`config.mk`:
```
export PLATFORM = sky130hd
export DESIGN_NAME = axi_slave_resp_pop_flat
export DESIGN_NICKNAME = d
export VERILOG_FILES = /design/src/rtl/axi_slave_resp_pop_pkg.sv /design/src/rtl/axi_slave_resp_pop_if.sv /design/src/rtl/axi_r_burst_pop.sv /design/src/rtl/axi_slave_resp_pop.sv /design/src/flat_wrapper.sv
export SDC_FILE = /design/constraint.sdc
export NUM_CORES = 1
export LEC_CHECK = 0
export CAP_MARGIN = 20
export CORE_AREA = 2 2 224 226
export CTS_CLUSTER_DIAMETER = 150
export DETAILED_ROUTE_END_ITERATION = 16
export DIE_AREA = 0 0 226 228
export SKIP_LAST_GASP = 1
export SYNTH_ARGS = -nofsm -noshare
export SYNTH_HDL_FRONTEND = slang
export SYNTH_SLANG_ARGS = --single-unit
```
`constraint.sdc`:
```
create_clock -name ACLK -period 4.8 [get_ports ACLK]
set_input_delay 0.96 -clock ACLK [delete_from_list [all_inputs] [get_ports ACLK]]
set_output_delay 0.96 -clock ACLK [all_outputs]
set_load 0.02 [all_outputs]
```
`src/rtl/axi_slave_resp_pop_pkg.sv`:
```
// Shared response encodings and FSM state types for the AXI slave
// response pop logic (B path and R burst path).
package axi_slave_package;

  localparam int unsigned RESP_W = 2;

  typedef enum logic [RESP_W-1:0] {
    OKAY   = 2'b00,
    EXOKAY = 2'b01,
    SLVERR = 2'b10,
    DECERR = 2'b11
  } axi_resp_e;

  typedef enum logic {
    B_IDLE  = 1'b0,
    B_VALID = 1'b1
  } b_state_e;

  typedef enum logic [1:0] {
    R_IDLE  = 2'b00,
    R_BEAT  = 2'b01,
    R_STALL = 2'b10
  } r_state_e;

endpackage

```
`src/rtl/axi_slave_resp_pop_if.sv`:
```
// AXI B and R response channels; the slave modport drives responses,
// the master modport drives the ready signals.
interface axi_slave_resp_pop_if #(
  parameter int unsigned ID_WIDTH   = 8,
  parameter int unsigned DATA_WIDTH = 256
);
  import axi_slave_package::*;

  logic [ID_WIDTH-1:0]   BID;
  logic [RESP_W-1:0]     BRESP;
  logic                  BVALID;
  logic                  BREADY;

  logic [ID_WIDTH-1:0]   RID;
  logic [DATA_WIDTH-1:0] RDATA;
  logic [RESP_W-1:0]     RRESP;
  logic                  RLAST;
  logic                  RVALID;
  logic                  RREADY;

  modport slave (
    output BID, BRESP, BVALID,
    input  BREADY,
    output RID, RDATA, RRESP, RLAST, RVALID,
    input  RREADY
  );

  modport master (
    input  BID, BRESP, BVALID,
    output BREADY,
    input  RID, RDATA, RRESP, RLAST, RVALID,
    output RREADY
  );

endinterface

```
`src/rtl/axi_r_burst_pop.sv`:
```
// R channel burst sequencer: pops a header plus its data beats from two
// FWFT FIFOs and presents them as an AXI read burst from registers.
module axi_r_burst_pop
  import axi_slave_package::*;
#(
  parameter int unsigned ID_WIDTH   = 8,
  parameter int unsigned DATA_WIDTH = 256,
  parameter int unsigned LEN_WIDTH  = 8
) (
  input  logic                              i_clk,
  input  logic                              i_rst_n,
  input  logic                              i_hdr_empty,
  input  logic [ID_WIDTH+LEN_WIDTH+1:0]     i_hdr_rdata,
  output logic                              o_hdr_rd_en,
  input  logic                              i_data_empty,
  input  logic [DATA_WIDTH-1:0]             i_data_rdata,
  output logic                              o_data_rd_en,
  input  logic                              i_rready,
  output logic [ID_WIDTH-1:0]               o_rid,
  output logic [DATA_WIDTH-1:0]             o_rdata,
  output logic [RESP_W-1:0]                 o_rresp,
  output logic                              o_rlast,
  output logic                              o_rvalid
);

  r_state_e              r_state;
  logic [LEN_WIDTH-1:0]  r_cnt;
  logic [ID_WIDTH-1:0]   r_rid;
  logic [DATA_WIDTH-1:0] r_rdata;
  logic [RESP_W-1:0]     r_rresp;
  logic                  r_rlast;
  logic                  r_rvalid;

  logic                  w_hs;
  logic                  w_start_ok;
  logic                  w_start;
  logic                  w_next_beat;
  logic [ID_WIDTH-1:0]   w_hdr_id;
  logic [LEN_WIDTH-1:0]  w_hdr_len;
  logic [RESP_W-1:0]     w_hdr_resp;
  logic [LEN_WIDTH-1:0]  w_cnt_dec;

  assign w_hdr_id   = i_hdr_rdata[ID_WIDTH+LEN_WIDTH+1:LEN_WIDTH+2];
  assign w_hdr_len  = i_hdr_rdata[LEN_WIDTH+1:2];
  assign w_hdr_resp = i_hdr_rdata[1:0];

  assign w_hs       = r_rvalid & i_rready;
  // A burst only starts once its first beat is present, so RVALID never rises without data.
  assign w_start_ok = ~i_hdr_empty & ~i_data_empty;
  assign w_cnt_dec  = r_cnt - LEN_WIDTH'(1);

  always_comb begin
    w_start     = 1'b0;
    w_next_beat = 1'b0;
    case (r_state)
      R_IDLE:  w_start = w_start_ok;
      R_BEAT: begin
        if (w_hs) begin
          if (r_rlast) w_start     = w_start_ok;
          else         w_next_beat = ~i_data_empty;
        end
      end
      R_STALL: w_next_beat = ~i_data_empty;
      default: ;
    endcase
  end

  // Gated by reset so no FIFO is popped while the FSM is held in reset.
  assign o_hdr_rd_en  = w_start & i_rst_n;
  assign o_data_rd_en = (w_start | w_next_beat) & i_rst_n;

  always_ff @(posedge i_clk or negedge i_rst_n) begin
    if (!i_rst_n) begin
      r_state  <= R_IDLE;
      r_cnt    <= '0;
      r_rid    <= '0;
      r_rdata  <= '0;
      r_rresp  <= '0;
      r_rlast  <= 1'b0;
      r_rvalid <= 1'b0;
    end else begin
      case (r_state)
        R_IDLE: begin
          if (w_start) begin
            r_rid    <= w_hdr_id;
            r_rresp  <= w_hdr_resp;
            r_cnt    <= w_hdr_len;
            r_rlast  <= (w_hdr_len == '0);
            r_rdata  <= i_data_rdata;
            r_rvalid <= 1'b1;
            r_state  <= R_BEAT;
          end
        end
        R_BEAT: begin
          if (w_hs) begin
            if (w_start) begin
              r_rid    <= w_hdr_id;
              r_rresp  <= w_hdr_resp;
              r_cnt    <= w_hdr_len;
              r_rlast  <= (w_hdr_len == '0);
              r_rdata  <= i_data_rdata;
            end else if (w_next_beat) begin
              r_rdata  <= i_data_rdata;
              r_cnt    <= w_cnt_dec;
              r_rlast  <= (w_cnt_dec == '0);
            end else if (r_rlast) begin
              r_rvalid <= 1'b0;
              r_rlast  <= 1'b0;
              r_state  <= R_IDLE;
            end else begin
              r_rvalid <= 1'b0;
              r_state  <= R_STALL;
            end
          end
        end
        R_STALL: begin
          if (w_next_beat) begin
            r_rdata  <= i_data_rdata;
            r_cnt    <= w_cnt_dec;
            r_rlast  <= (w_cnt_dec == '0);
            r_rvalid <= 1'b1;
            r_state  <= R_BEAT;
          end
        end
        default: r_state <= R_IDLE;
      endcase
    end
  end

  assign o_rid    = r_rid;
  assign o_rdata  = r_rdata;
  assign o_rresp  = r_rresp;
  assign o_rlast  = r_rlast;
  assign o_rvalid = r_rvalid;

endmodule

```
`src/rtl/axi_slave_resp_pop.sv`:
```
// Pops write responses and read bursts from FWFT FIFOs onto AXI B and R;
// the B path is inline, the R path lives in axi_r_burst_pop.
module axi_slave_resp_pop
  import axi_slave_package::*;
#(
  parameter int unsigned ID_WIDTH   = 8,
  parameter int unsigned DATA_WIDTH = 256,
  parameter int unsigned LEN_WIDTH  = 8
) (
  input  logic                          ACLK,
  input  logic                          ARESETn,
  input  logic                          b_empty,
  input  logic [ID_WIDTH+1:0]           b_rdata,
  output logic                          b_rd_en,
  input  logic                          r_hdr_empty,
  input  logic [ID_WIDTH+LEN_WIDTH+1:0] r_hdr_rdata,
  output logic                          r_hdr_rd_en,
  input  logic                          r_data_empty,
  input  logic [DATA_WIDTH-1:0]         r_data_rdata,
  output logic                          r_data_rd_en,
  axi_slave_resp_pop_if.slave           axi
);

  b_state_e            r_b_state;
  logic [ID_WIDTH-1:0] r_bid;
  logic [RESP_W-1:0]   r_bresp;
  logic                r_bvalid;
  logic                w_b_hs;
  logic                w_b_pop;

  assign w_b_hs = r_bvalid & axi.BREADY;

  always_comb begin
    w_b_pop = 1'b0;
    case (r_b_state)
      B_IDLE:  w_b_pop = ~b_empty;
      B_VALID: w_b_pop = w_b_hs & ~b_empty;
      default: w_b_pop = 1'b0;
    endcase
  end

  assign b_rd_en = w_b_pop & ARESETn;

  always_ff @(posedge ACLK or negedge ARESETn) begin
    if (!ARESETn) begin
      r_b_state <= B_IDLE;
      r_bid     <= '0;
      r_bresp   <= '0;
      r_bvalid  <= 1'b0;
    end else begin
      case (r_b_state)
        B_IDLE: begin
          if (w_b_pop) begin
            r_bid     <= b_rdata[ID_WIDTH+1:2];
            r_bresp   <= b_rdata[1:0];
            r_bvalid  <= 1'b1;
            r_b_state <= B_VALID;
          end
        end
        B_VALID: begin
          // Reload on the handshake cycle to sustain one response per clock.
          if (w_b_hs) begin
            if (w_b_pop) begin
              r_bid   <= b_rdata[ID_WIDTH+1:2];
              r_bresp <= b_rdata[1:0];
            end else begin
              r_bvalid  <= 1'b0;
              r_b_state <= B_IDLE;
            end
          end
        end
        default: r_b_state <= B_IDLE;
      endcase
    end
  end

  assign axi.BID    = r_bid;
  assign axi.BRESP  = r_bresp;
  assign axi.BVALID = r_bvalid;

  logic [ID_WIDTH-1:0]   w_rid;
  logic [DATA_WIDTH-1:0] w_rdata;
  logic [RESP_W-1:0]     w_rresp;
  logic                  w_rlast;
  logic                  w_rvalid;

  axi_r_burst_pop #(
    .ID_WIDTH  (ID_WIDTH),
    .DATA_WIDTH(DATA_WIDTH),
    .LEN_WIDTH (LEN_WIDTH)
  ) u_r_pop (
    .i_clk       (ACLK),
    .i_rst_n     (ARESETn),
    .i_hdr_empty (r_hdr_empty),
    .i_hdr_rdata (r_hdr_rdata),
    .o_hdr_rd_en (r_hdr_rd_en),
    .i_data_empty(r_data_empty),
    .i_data_rdata(r_data_rdata),
    .o_data_rd_en(r_data_rd_en),
    .i_rready    (axi.RREADY),
    .o_rid       (w_rid),
    .o_rdata     (w_rdata),
    .o_rresp     (w_rresp),
    .o_rlast     (w_rlast),
    .o_rvalid    (w_rvalid)
  );

  assign axi.RID    = w_rid;
  assign axi.RDATA  = w_rdata;
  assign axi.RRESP  = w_rresp;
  assign axi.RLAST  = w_rlast;
  assign axi.RVALID = w_rvalid;

endmodule

```
`src/flat_wrapper.sv`:
```
// flat-port wrapper written by rule: the top's interface ports become plain ports
module axi_slave_resp_pop_flat import axi_slave_package::*;
#(
  parameter int unsigned ID_WIDTH   = 8,
  parameter int unsigned DATA_WIDTH = 256,
  parameter int unsigned LEN_WIDTH  = 8
)
  (ACLK, ARESETn, b_empty, b_rdata, b_rd_en, r_hdr_empty, r_hdr_rdata, r_hdr_rd_en, r_data_empty, r_data_rdata, r_data_rd_en, axi_BID, axi_BRESP, axi_BVALID, axi_BREADY, axi_RID, axi_RDATA, axi_RRESP, axi_RLAST, axi_RVALID, axi_RREADY);
  axi_slave_resp_pop_if #(.ID_WIDTH(ID_WIDTH), .DATA_WIDTH(DATA_WIDTH)) axi_i ();
  input  logic ACLK;
  input  logic ARESETn;
  input  logic b_empty;
  input  logic [ID_WIDTH+1:0] b_rdata;
  output logic b_rd_en;
  input  logic r_hdr_empty;
  input  logic [ID_WIDTH+LEN_WIDTH+1:0] r_hdr_rdata;
  output logic r_hdr_rd_en;
  input  logic r_data_empty;
  input  logic [DATA_WIDTH-1:0] r_data_rdata;
  output logic r_data_rd_en;
  output wire logic [$bits(axi_i.BID)-1:0] axi_BID;
  output wire logic [$bits(axi_i.BRESP)-1:0] axi_BRESP;
  output wire logic [$bits(axi_i.BVALID)-1:0] axi_BVALID;
  input wire logic [$bits(axi_i.BREADY)-1:0] axi_BREADY;
  output wire logic [$bits(axi_i.RID)-1:0] axi_RID;
  output wire logic [$bits(axi_i.RDATA)-1:0] axi_RDATA;
  output wire logic [$bits(axi_i.RRESP)-1:0] axi_RRESP;
  output wire logic [$bits(axi_i.RLAST)-1:0] axi_RLAST;
  output wire logic [$bits(axi_i.RVALID)-1:0] axi_RVALID;
  input wire logic [$bits(axi_i.RREADY)-1:0] axi_RREADY;
  assign axi_BID = axi_i.BID;
  assign axi_BRESP = axi_i.BRESP;
  assign axi_BVALID = axi_i.BVALID;
  assign axi_i.BREADY = axi_BREADY;
  assign axi_RID = axi_i.RID;
  assign axi_RDATA = axi_i.RDATA;
  assign axi_RRESP = axi_i.RRESP;
  assign axi_RLAST = axi_i.RLAST;
  assign axi_RVALID = axi_i.RVALID;
  assign axi_i.RREADY = axi_RREADY;
  axi_slave_resp_pop #(.ID_WIDTH(ID_WIDTH), .DATA_WIDTH(DATA_WIDTH), .LEN_WIDTH(LEN_WIDTH)) u_core (.ACLK(ACLK), .ARESETn(ARESETn), .b_empty(b_empty), .b_rdata(b_rdata), .b_rd_en(b_rd_en), .r_hdr_empty(r_hdr_empty), .r_hdr_rdata(r_hdr_rdata), .r_hdr_rd_en(r_hdr_rd_en), .r_data_empty(r_data_empty), .r_data_rdata(r_data_rdata), .r_data_rd_en(r_data_rd_en), .axi(axi_i));
endmodule
```
==> impl_metrics.tcl, run 1 <==
set metrics [dict create \
    status "finished clean" \
    cts_tree "done" \
    core-area_sq_um 49300 \
    place_inst 1952 \
    clkPwrFrac_pct 17.6 \
    yosysWarnings 0 \
    skew_ps 7.93 \
    layout-drive-gt1-share_pct 7.85 \
    cts_made_buffers 34 \
    clk_pin_slew_ps 60 \
    finalCriticalPeriod_ps 3860 \
    synth_seq_cells 290 \
    antenna_found_initial 6 \
    syn_avg_cell_area_sq_um 14.6 \
    synth_seq_area_share_pct 66.7 \
    wirelength_microns 38100 \
    syn_area_sq_um 10900 \
    ir_worst_vdd_mv 0.414 \
    cts_setup_buffers 0 \
    p_switching_mw 5.69 \
    clockBufferDepth 3 \
    drt_pass1_iterations 4 \
    finalHoldViolCount 0 \
    std_cell_rows 82 \
    drt_iter0_drc 370 \
    port_buffers 572 \
    clock_sinks 290 \
    final_cell_area_sq_um 18500 \
    clk_latency_ps 520 \
    worst_setup_path_end_kind "output pin" \
    hold_path_class "in2async" \
    synth_cells 747 \
    area_growth_pct 70.4 \
    finalCritPeriodShare_pct 80.4 \
    start_util_pct 22.0 \
    synth_top_area_cell "dfrtp_1" \
    grt_pass1_wl_microns 57400 \
    nets 1614 \
    synthFlopType "dfrtp_1" \
    tns_ps 0 \
    p_comb_share_pct 53.4 \
    final_util_pct 37.5 \
    grt_remaining_overflow 0 \
    cts_root_buffer "clkbuf_16" \
    start_kind "input port" \
    routed_via_density 4.40 \
    layout_commonest_cell "clkdlybuf4s50_1" \
    final_cells 2013 \
    synth_top_cells_by_area "dfrtp_1, a22o_1, mux2_2" \
    rsz0062_at_grt "false" \
    setup_slack_ps 941 \
    dpl_cell_area_sq_um 17400 \
    fp.dieW_microns 226 \
    slew_headroom_pct 44.8 \
    power.internal_mw 8.96 \
    drcViolationCount 0 \
    powerDensity_nw_per_um2 791 \
    ff2ff_setup_slack_ps 1630 \
    synth_edf_count 0 \
    worstMarginPinSlew_ps 828 \
    ctsHtreeMaxLevel 2 \
    required_ps 3840 \
    hold_buffers 0 \
    slew_violations 0 \
    grt_pass1_vias 9511 \
    grt_max_degree 141 \
    die_h_microns 228 \
    async_flop_share_pct 100 \
    leakage_nw 7.89 \
    r2r-start "u_core.u_r_pop.r_state[1]$_DFFE_PN0P_" \
    crit_fanout 7 \
    ios 573 \
    drv_cap 0 \
    synth_top_cell_area_share_pct 66.7 \
    hold_ws_ps 346 \
    dieArea_sq_um 51500 \
    synth_fp_nets 1045 \
    wl_per_cell_microns 18.9 \
    postRouteAntennaNets 0 \
    layout_common_cells "clkdlybuf4s50_1, dfrtp_1, a22o_1" \
    vias 8867 \
    p_total_mw 14.6 \
    place.gp.congestion 0.839 \
    max_freq_ghz 0.259 \
    r2r-end "u_core.u_r_pop.o_rdata[87]$_DFFE_PN0P_" \
    cts_resized 0 \
    dp_hpwl_microns 27600 \
    dp_slack_ps 966 \
    finalSetupViolCount 0 \
    swShare_pct 38.8 \
    reg2reg_depth 8 \
    p_seq_share_pct 28.9 \
    critPathKind "in2out" \
    yosys.cell_types.count 49 \
    arrival_ps 2900 \
    grt_use_total_pct 14.3 \
]
[state kept, by name, indices dropped and copies added (netlist names)]
name / cells
u_core.axi.BID: 8
u_core.u_r_pop.o_rdata: 256
u_core.u_r_pop.o_rid: 8
u_core.u_r_pop.r_cnt: 8
u_core.r_b_state: 1
u_core.axi.BRESP: 2
u_core.u_r_pop.r_state: 2
u_core.u_r_pop.o_rlast: 1
u_core.axi.BVALID: 1
u_core.u_r_pop.o_rvalid: 1
u_core.u_r_pop.o_rresp: 2
[power by group through the flow]
stage / sequential, mW / clock [mW] / combinational [mW]
6_report: 4.24 / 2.59 / 7.82
2_1_floorplan: 5.44 / 0 / 3.28
5_1_grt: 4.38 / 2.78 / 8.36
4_1_cts: 4.24 / 2.69 / 7.93
3_5_place_dp: 4.25 / 0 / 7.90
3_3_place_gp: 4.25 / 0 / 7.80
[layout make-up]
cell class	count	area, sq um
Tap cell	672	841
Inverter	8	30.0
Fill cell	4729	30800
Antenna cell	4	10.0
Clock buffer	48	1050
Clock inverter	9	75.1
Sequential cell	290	7260
Timing Repair Buffer	594	6020
Multi-Input combinational cell	388	3240
[cells by family after synthesis]
family / Yosys count / share of synthesized area [%]
AOI/OAI and AO/OA: 303 / 23.9
DFF: 290 / 66.7
buffers and inverters: 69 / 3.58
and+or+nand+nor: 52 / 2.38
muxes: 22 / 2.26
adders and majority gates: 7 / 0.805
xor gates and xnor gates: 4 / 0.322
[cells in the mapped netlist, types with 3 or more instances]
library cell and count:
nor4_1 3, nor2_1 5, nor2b_1 3, nand2_1 20, xnor2_1 3, buf_6 10, o21ai_0 11, inv_1 8
a21oi_1 8, nand3_1 4, nor3_1 4, dfrtp_1 290, mux2_2 20, a22o_1 262, clkbuf_1 11, ha_1 7
buf_2 38
[worst max-delay path, stage by stage]
cell             delay, ps
clkdlybuf4s50_1        500
or2_1                  380
nor2_1                 230
nor2_1                  90
nor2b_1                120
clkdlybuf4s50_1        610
[how the worst max path moves through the flow]
stage	endpoint	slack (ps)	cells past startpoint	start
after floorplan	r_data_rd_en	1960	5	r_data_empty
after CTS	r_data_rd_en	930	7	u_core.u_r_pop.r_state[1]$_DFFE_PN0P_
after global placement	r_data_rd_en	960	6	r_data_empty
final	r_data_rd_en	940	6	r_data_empty
after global routing	r_data_rd_en	750	7	u_core.u_r_pop.r_state[1]$_DFFE_PN0P_
after detailed placement	r_data_rd_en	970	6	r_data_empty
[per-layer routing]
layer	global-route usage, %	up-vias	share of wire (%)
met2	24.1	416	47
met4	4.01	0	2.0
li1	-	4009	-
met5	0	-	0
met3	6.29	57	11
met1	16.3	4385	40
Note: power is estimated with default switching activity, not from simulation.
==> run 2: changes to the inputs <==
Settings changed: CORE_AREA 2 2 224 226 to 2 2 225 227, DIE_AREA 0 0 226 228 to 0 0 227 229.
Clock period 4.8 ns to 3.9 ns, I/O delays scaled along.
==> impl_metrics.tcl, run 2 (synthesized netlist as in run 1, its figures left out) <==
set metrics [dict create \
    dp_slack_ps 406 \
    start_kind "flip-flop" \
    cp_slowest_stage_delay_ps 600 \
    drt_pass1_iterations 4 \
    layout-drive-gt1-share_pct 8.44 \
    std_cell_rows 82 \
    grt_remaining_overflow 0 \
    final_cell_area_sq_um 18600 \
    ctsHtreeMaxLevel 2 \
    wl_per_cell_microns 18.6 \
    worst_setup_path_end_kind "output pin" \
    grt_max_degree 164 \
    clk_latency_ps 530 \
    setup_slack_ps 314 \
    vias 8921 \
    layout_common_cells "clkdlybuf4s50_1, dfrtp_1, a22o_1" \
    drcViolationCount 0 \
    finalCritPeriodShare_pct 92.0 \
    area_growth_pct 70.9 \
    place.gp.congestion 0.826 \
    start_util_pct 21.9 \
    dieArea_sq_um 52000 \
    dpl_cell_area_sq_um 17500 \
    antenna_found_initial 4 \
    hold_buffers 0 \
    required_ps 3120 \
    crit_fanout 11 \
    grt_use_total_pct 13.9 \
    cts_root_buffer "clkbuf_16" \
    ios 573 \
    powerDensity_nw_per_um2 976 \
    drv_cap 0 \
    wirelength_microns 37600 \
    worstPathCellList "inv_1, ha_1, nand4b_1, a21oi_1, nor2_1, nor2b_1, clkdlybuf4s50_1" \
    final_util_pct 37.4 \
    core-area_sq_um 49700 \
    finalHoldViolCount 0 \
    finalSetupViolCount 0 \
    die_h_microns 229 \
    multi_input_area_sq_um 3240 \
    critPathKind "reg2out" \
    clockBufferDepth 3 \
    clk_pin_slew_ps 50 \
    max_freq_ghz 0.279 \
    clock_sinks 290 \
    rsz0062_at_grt "false" \
    hold_path_class "in2async" \
    cts_made_buffers 35 \
    regArea_sq_um 7260 \
    status "finished clean" \
    cts_tree "done" \
    fp.dieW_microns 227 \
    cts_resized 0 \
    arrival_ps 2810 \
    ir_worst_vdd_mv 0.558 \
    leakage_nw 7.94 \
    nets 1625 \
    slew_violations 0 \
    layout_commonest_cell "clkdlybuf4s50_1" \
    worstMarginPinSlew_ps 918 \
    ff2ff_setup_slack_ps 720 \
    grt_pass1_wl_microns 55900 \
    cts_setup_buffers 0 \
    skew_ps 16.9 \
    drt_iter0_drc 448 \
    port_buffers 572 \
    routed_via_density 4.41 \
    fill_cells 4850 \
    crit_slowest_cell "clkdlybuf4s50_1" \
    largest_reg_flops 256 \
    tns_ps 0 \
    finalCriticalPeriod_ps 3590 \
    slew_headroom_pct 38.8 \
    postRouteAntennaNets 0 \
    grt_pass1_vias 9307 \
    dp_hpwl_microns 27600 \
]
## run 2: per-stage QoR
stage / hold slack (ps) / instances / power, mW
finish: 119 / 2024 / 18.1
global route: 100 / 2023 / 19.2
CTS: 84.5 / 2022 / 18.4
detailed placement: 470 / 1962 / 15.1
global placement: 448 / 1961 / 14.9
floorplan: 440 / 747 / 10.7
## run 2: layout make-up
class	instances	area share, %
Sequential cell	290	39.0
Timing Repair Buffer	604	32.8
Multi-Input combinational cell	388	17.4
Clock buffer	50	5.51
Tap cell	672	4.52
Clock inverter	10	0.525
Inverter	8	0.162
Antenna cell	2	0.0269
## run 2: path summary, 6_finish.rpt
check	from	endpoint	cells after the start
setup / recovery	u_core.u_r_pop.r_state[1]$_DFFE_PN0P_	r_data_rd_en	7
hold / removal	ARESETn	u_core.u_r_pop.o_rdata[78]$_DFFE_PN0P_	1
setup reg to reg	u_core.u_r_pop.r_state[1]$_DFFE_PN0P_	u_core.u_r_pop.o_rdata[66]$_DFFE_PN0P_	9
hold reg to reg	u_core.r_b_state$_DFF_PN0_	u_core.axi.BVALID$_DFFE_PN0P_	1
max in group asynchronous	ARESETn	u_core.u_r_pop.o_rdata[232]$_DFFE_PN0P_	2
min in group ACLK	u_core.r_b_state$_DFF_PN0_	u_core.axi.BVALID$_DFFE_PN0P_	1
## run 2: where the power goes
part	total (mW)	internal [mW]	switching, mW
Sequential	5.23	4.43	0.802
Combinational	9.75	4.77	4.98
Clock	3.16	1.90	1.27
## run 2: critical path, delay by kind of cell, from the launching register on
kind / cells / cell delay [ps]
compound gates: 1 / 310
buf+inv: 2 / 710
flops: 1 / 410
fa+ha+maj: 1 / 420
simple gates: 3 / 440
## run 2: routing by layer
metal / share of wire [%] / vias up / global-route usage (%)
li1: - / 4034 / -
met4: 2.4 / 4 / 4.45
met5: 0.069 / - / 0
met3: 12 / 54 / 6.07
met2: 47 / 441 / 23.0
met1: 39 / 4388 / 16.0
